===== src/rtl/ring_count_monitor.sv =====
// Checker for a one-hot ring counter bus: verifies rotation, tracks lock,
// counts faults and revolutions, and reports the encoded phase.
module ring_count_monitor #(
    parameter int WIDTH     = 4,
    parameter bit DIR       = 1'b0,
    parameter int LOCK_REVS = 2,
    parameter int REV_W     = 16
) (
    input  logic                     Clock,
    input  logic                     Reset,
    input  logic                     Enable,
    input  logic                     Clear,
    input  logic [WIDTH-1:0]         Count_in,
    output logic [$clog2(WIDTH)-1:0] Phase,
    output logic                     Locked,
    output logic                     Error,
    output logic [7:0]               Err_count,
    output logic [REV_W-1:0]         Rev_count
);

    localparam int PW = $clog2(WIDTH);
    localparam int CW = $clog2(LOCK_REVS + 1);

    typedef enum logic [1:0] {
        IDLE   = 2'd0,
        TRACK  = 2'd1,
        LOCKED = 2'd2,
        FAULT  = 2'd3
    } state_t;

    state_t state, state_n;

    logic [WIDTH-1:0] samp, samp_d;
    logic             en_s, en_d;
    logic [CW-1:0]    clean, clean_n;
    logic             error_n;
    logic [7:0]       errc_n;
    logic [REV_W-1:0] rev_n;

    logic [WIDTH-1:0] rot;
    logic [PW-1:0]    enc;
    logic             valid;
    logic             match;
    logic             wrap;
    logic             check;

    // Input pipeline; en_d trails en_s so the first enabled cycle only re-arms.
    always_ff @(posedge Clock or negedge Reset) begin
        if (!Reset) begin
            samp   <= '0;
            samp_d <= '0;
            en_s   <= 1'b0;
            en_d   <= 1'b0;
        end else begin
            samp   <= Count_in;
            samp_d <= samp;
            en_s   <= Enable;
            en_d   <= en_s;
        end
    end

    generate
        if (DIR == 1'b0) begin : g_left
            assign rot  = {samp_d[WIDTH-2:0], samp_d[WIDTH-1]};
            assign wrap = match & samp[0];
        end else begin : g_right
            assign rot  = {samp_d[0], samp_d[WIDTH-1:1]};
            assign wrap = match & samp[WIDTH-1];
        end
    endgenerate

    assign valid = (samp != '0) && ((samp & (samp - 1'b1)) == '0);
    assign match = valid && (samp == rot);
    assign check = en_s & en_d;

    always_comb begin
        enc = '0;
        for (int i = 0; i < WIDTH; i++) begin
            if (samp[i]) begin
                enc = PW'(i);
            end
        end
    end

    always_ff @(posedge Clock or negedge Reset) begin
        if (!Reset) begin
            Phase <= '0;
        end else if (valid) begin
            Phase <= enc;
        end
    end

    always_ff @(posedge Clock or negedge Reset) begin
        if (!Reset) begin
            state     <= IDLE;
            clean     <= '0;
            Error     <= 1'b0;
            Err_count <= '0;
            Rev_count <= '0;
        end else begin
            state     <= state_n;
            clean     <= clean_n;
            Error     <= error_n;
            Err_count <= errc_n;
            Rev_count <= rev_n;
        end
    end

    always_comb begin
        state_n = state;
        clean_n = clean;
        error_n = Error;
        errc_n  = Err_count;
        rev_n   = Rev_count;
        if (Clear) begin
            state_n = IDLE;
            clean_n = '0;
            error_n = 1'b0;
            errc_n  = '0;
            rev_n   = '0;
        end else if (check) begin
            unique case (state)
                IDLE: begin
                    if (valid) begin
                        state_n = TRACK;
                        clean_n = '0;
                    end
                end
                TRACK: begin
                    if (!match) begin
                        state_n = FAULT;
                    end else if (wrap) begin
                        clean_n = clean + CW'(1);
                        if (clean == CW'(LOCK_REVS - 1)) begin
                            state_n = LOCKED;
                        end
                    end
                end
                LOCKED: begin
                    if (!match) begin
                        state_n = FAULT;
                    end else if (wrap) begin
                        rev_n = Rev_count + 1'b1;
                    end
                end
                FAULT: begin
                    if (valid) begin
                        state_n = TRACK;
                        clean_n = '0;
                    end
                end
                default: state_n = IDLE;
            endcase
            // Count entries into FAULT only, never residency.
            if (state_n == FAULT && state != FAULT) begin
                error_n = 1'b1;
                errc_n  = (Err_count == 8'hFF) ? 8'hFF : Err_count + 8'd1;
            end
        end
    end

    assign Locked = (state == LOCKED);

endmodule


===== config.mk =====
export PLATFORM = sky130hd
export DESIGN_NAME = ring_count_monitor
export DESIGN_NICKNAME = d
export VERILOG_FILES = /design/src/rtl/ring_count_monitor.sv
export SDC_FILE = /design/constraint.sdc
export NUM_CORES = 1
export LEC_CHECK = 0
export CAP_MARGIN = 0
export CORE_ASPECT_RATIO = 0.9
export CORE_MARGIN = 2
export CORE_UTILIZATION = 57
export DETAILED_ROUTE_END_ITERATION = 8
export PLACE_DENSITY = 0.91
export SETUP_SLACK_MARGIN = 0.2
export SYNTH_ARGS = -nofsm -noshare
export SYNTH_HDL_FRONTEND = slang
export SYNTH_SLANG_ARGS = --single-unit

===== constraint.sdc =====
create_clock -name Clock -period 3.2 [get_ports Clock]
set_input_delay 0.64 -clock Clock [delete_from_list [all_inputs] [get_ports Clock]]
set_output_delay 0.64 -clock Clock [all_outputs]
set_load 0.005 [all_outputs]

==> summary.md <==
The flow ran to the end, and the final reports show no timing, DRC or antenna violations. The first global-routing pass estimated 8.14 mm of wire. The detailed router placed 1694 vias in this run. At the pin with the least slew margin, the transition time is 0.851 ns.

The fraction of post-synthesis cell area in the top cell type by area is 45.6%. Buffers added to address setup during post-CTS repair amount to 0. The worst setup path is launched from a flop. The total standard cell area after synthesis was 2250 um2.

Of the total synthesized cell area, the portion taken by full adders, half adders and majority gates is 3.90%. The run gives 0.0108 ns as the final clock skew. The synthesized design spends more area on one cell type than any other, namely sky130_fd_sc_hd__dfrtp_1.

The all-layer global routing usage came out at 23.3%. The post-synthesis share of cell area spent on xor and xnor gates was 7.74%; the compound-gate portion of the synthesized area was 15.6%. Power spread over the standard cell area amounts to 405 nW/um2. For this run, the top clock speed supported by timing is 0.393 GHz. Measured against its own limit, the worst slew margin works out to 43.2%. The basic-gate share of the synthesized area counting and, or, nand and nor cells was 20.6%.

Measured on the finished design, the core utilization comes to 72.2%. The power consumption came out at 1100 uW. Cell at the root of the clock tree: sky130_fd_sc_hd__clkbuf_8. No sink is reached through more buffers than the 2 on the longest clock path. For this run, global-route usage on met1 was measured as 31.9%.

Yosys mapped a number of flops with a built-in enable equal to 0. For the initial cell density of the core, the log shows 59.8%. The detailed-route vias per instance came out at 5.80. The post-cts gate resize count came out at 0. The endpoint kind of the worst setup timing path was a flop. The met3 usage in global routing came out at 5.92%. For the number of placement rows, the log shows 21. 0 antenna diodes ended up in the layout. The tools report the number of distinct standard cells referenced by the synthesized netlist as 47. At the later pin of the worst-skew pair, clock insertion delay measures 0.30 ns. Routability-driven placement finished with a final weighted congestion of 0.867. The height of the die was 63.6 um; the number of failing hold endpoints at the final stage was 0. The cell area after layout came out at 2710 um2. Subtracting the final worst setup slack from the clock period gives 2.54 ns. The run gives 2 as the number of levels the H-tree was split into.

The mux cell area share after synthesis came out at 1.78%. The number of input and output port buffers inserted was 35; the worst path arrival time was 2.70 ns. For the post-detailed-route DRC marker count, the log shows 0. The worst-case IR drop observed on VDD is 0.277 mV. Entering global routing, the biggest net connects 42 pins. The share of synthesized flip-flops with an asynchronous set or reset was 100%; the detail-routed net length per standard cell was 15.7 um. The via count of the first global-routing pass was 1642; the number of nets with antenna violations after detailed routing was 0.

Width of the die: 70.2 um. The first-pass detailed-route iteration total came out at 4. After synthesis, the largest family of logic cells by area is simple AND/OR/NAND/NOR gates.

By area the synthesized netlist is led by sky130_fd_sc_hd__dfrtp_1 46%, sky130_fd_sc_hd__xor2_1 4.3%, sky130_fd_sc_hd__nor2_1 4.0%. The logs give 0 for the post-cts hold buffer count and 4.59 mm for the wire length after detailed routing. Setup violations remaining at the end of the flow were counted as 0. The tools report the CTS sink count as 41.

The sum of negative setup slack came out at 0 ns. The tool flagged a number of max-cap violations equal to 0. In the final design database the tool counted 260 nets. The post-route netlist has 9.35% of its cells at a drive strength greater than 1.

The logs give 3.36 ns for the critical path required time and 0.450 ns for the worst hold slack across all endpoints. Launch point of the worst path: samp[2]. The area overhead of the layout relative to synthesis is 20.7%. In this run, the number of DRC markers left after iteration 0 of detailed routing was 199. The synthesized area divided by synthesized cell count was 10.6 um2; the core area was 3760 um2. After clock tree synthesis, the clock-pin slew on the worst setup and hold paths is 0.08 ns. The number of nets in the synthesized netlist is 227. TritonCTS built the clock tree. For this run, global-route usage on met2 was measured as 36.7%. In the synthesized netlist the dominant register cell turns out to be sky130_fd_sc_hd__dfrtp_1.

After detailed placement, the total cell area comes to 2600 um2. The leakage power came out at 0.00115 uW. The layer flagged by global routing as most heavily used is met2. Setup repair after global routing left no endpoint under its margin. The total overflow left after global routing is 0.

The half-perimeter wire length after detailed placement was 3.24 mm; the highest net fanout along the worst path was 10. Synthesis handed over a netlist of 212 instances. Of the synthesized area, sequential elements account for 45.6%.

The total number of yosys warnings was 0; the total of flip-flops plus latches after synthesis was 41. The initial antenna violation count is 0, and the I/O pin total is 36. For the max-slew violation total from the final report, the log shows 0.

In this run the worst hold path is classified as in2async. The period utilization is 79.5%. The clock buffer count from CTS was 5. In this run the critical register-to-register path is launched from samp[2].

The tools report the area enclosed by the die boundary as 4460 um2. The critical path in this run is classified as reg2reg.
worst max-delay path, cell delays in order, from the launching register on:
cell and delay [ns]:
sky130_fd_sc_hd__dfrtp_1 0.54, sky130_fd_sc_hd__xor2_2 0.26, sky130_fd_sc_hd__a211oi_4 0.49, sky130_fd_sc_hd__o21ai_2 0.16
sky130_fd_sc_hd__a211oi_4 0.44, sky130_fd_sc_hd__and2_1 0.37, sky130_fd_sc_hd__a311oi_2 0.14
flip-flops by register name (all words and copies together) (netlist names):
signal,flops
en_d,1
samp_d,4
en_s,1
Phase,2
state,2
Err_count,8
clean,2
samp,4
Error,1
Rev_count,16
stage by stage:
step / std cells / worst slack [ns]
final: 292 / 0.658
after global routing: 292 / 0.487
after CTS: 292 / 0.692
after detailed placement: 284 / 0.700
after global placement: 284 / 0.782
after floorplan: 212 / 1.09
kinds of logic after synthesis:
logic type / after synthesis
compound gates: 39
xor+xnor: 19
fa+ha+maj: 7
buf+inv: 21
flops: 41
mux: 4
simple gates: 81
final timing paths:
check                               end  slack (ns)  depth (start not counted)
max                        Err_count[5]        0.66                          6
min                        Rev_count[9]        0.45                          1
max reg2reg                Err_count[5]        0.66                          6
min reg2reg                        en_d        0.45                          0
max in group asynchronous      state[0]        2.22                          1
min in group Clock                 en_d        0.45                          0
placed cells by master (no fill, tap or decap), types with 2 or more instances in the layout:
master / synthesis / final
sky130_fd_sc_hd__nor4b_4: 2 / 2
sky130_fd_sc_hd__o21ai_0: 5 / 5
sky130_fd_sc_hd__inv_1: 10 / 10
sky130_fd_sc_hd__and3_1: 7 / 7
sky130_fd_sc_hd__and2_1: 8 / 8
sky130_fd_sc_hd__buf_4: 3 / 2
sky130_fd_sc_hd__nor3_1: 3 / 3
sky130_fd_sc_hd__nand3_1: 3 / 3
sky130_fd_sc_hd__a21oi_1: 7 / 7
sky130_fd_sc_hd__xnor2_1: 7 / 7
sky130_fd_sc_hd__a311oi_1: 2 / 2
sky130_fd_sc_hd__a311oi_2: 2 / 2
sky130_fd_sc_hd__and4_1: 4 / 4
sky130_fd_sc_hd__mux2i_1: 4 / 4
sky130_fd_sc_hd__a41oi_1: 2 / 2
sky130_fd_sc_hd__a31oi_1: 3 / 3
sky130_fd_sc_hd__xor2_1: 11 / 11
sky130_fd_sc_hd__clkbuf_8: 0 / 6
sky130_fd_sc_hd__dfrtp_1: 41 / 41
sky130_fd_sc_hd__nor2_1: 24 / 24
sky130_fd_sc_hd__a211oi_4: 2 / 2
sky130_fd_sc_hd__clkdlybuf4s50_1: 0 / 34
sky130_fd_sc_hd__ha_1: 7 / 7
sky130_fd_sc_hd__nand2_1: 11 / 11
sky130_fd_sc_hd__o31ai_1: 2 / 2
sky130_fd_sc_hd__nand4_1: 14 / 14
power by group:
group          total [uW]  internal (uW)  switching (uW)  leakage [uW]
Combinational         119           52.0            67.3      0.000542
Sequential            552            531            20.8      0.000547
Clock                 427            254             173     0.0000585
Total                1100            837             261       0.00115
synth_stat cells (3+ instances only):
cell and n:
sky130_fd_sc_hd__nand3_1 3, sky130_fd_sc_hd__buf_4 3, sky130_fd_sc_hd__nand4_1 14, sky130_fd_sc_hd__o21ai_0 5, sky130_fd_sc_hd__nand2_1 11, sky130_fd_sc_hd__nor3_1 3
sky130_fd_sc_hd__dfrtp_1 41, sky130_fd_sc_hd__mux2i_1 4, sky130_fd_sc_hd__inv_1 10, sky130_fd_sc_hd__ha_1 7, sky130_fd_sc_hd__xnor2_1 7, sky130_fd_sc_hd__xor2_1 11
sky130_fd_sc_hd__a31oi_1 3, sky130_fd_sc_hd__clkbuf_1 5, sky130_fd_sc_hd__a21oi_1 7, sky130_fd_sc_hd__and3_1 7, sky130_fd_sc_hd__and4_1 4, sky130_fd_sc_hd__nor2_1 24
sky130_fd_sc_hd__and2_1 8
area by class of cell:
type	count	area (um2)
Multi-Input combinational cell	150	1120
Fill cell	278	1040
Sequential cell	41	1030
Timing Repair Buffer	37	360
Clock buffer	7	86.3
Tap cell	46	57.6
Inverter	10	37.5
Clock inverter	1	30.0
metal layers:
metal	wire length, um	vias up	share of wire [%]
met1	2130	822	46
met2	2210	46	48
met5	0	-	0
met4	47	0	1.0
met3	211	6	4.6
li1	-	820	-
Power figures use the tool's default switching activity.
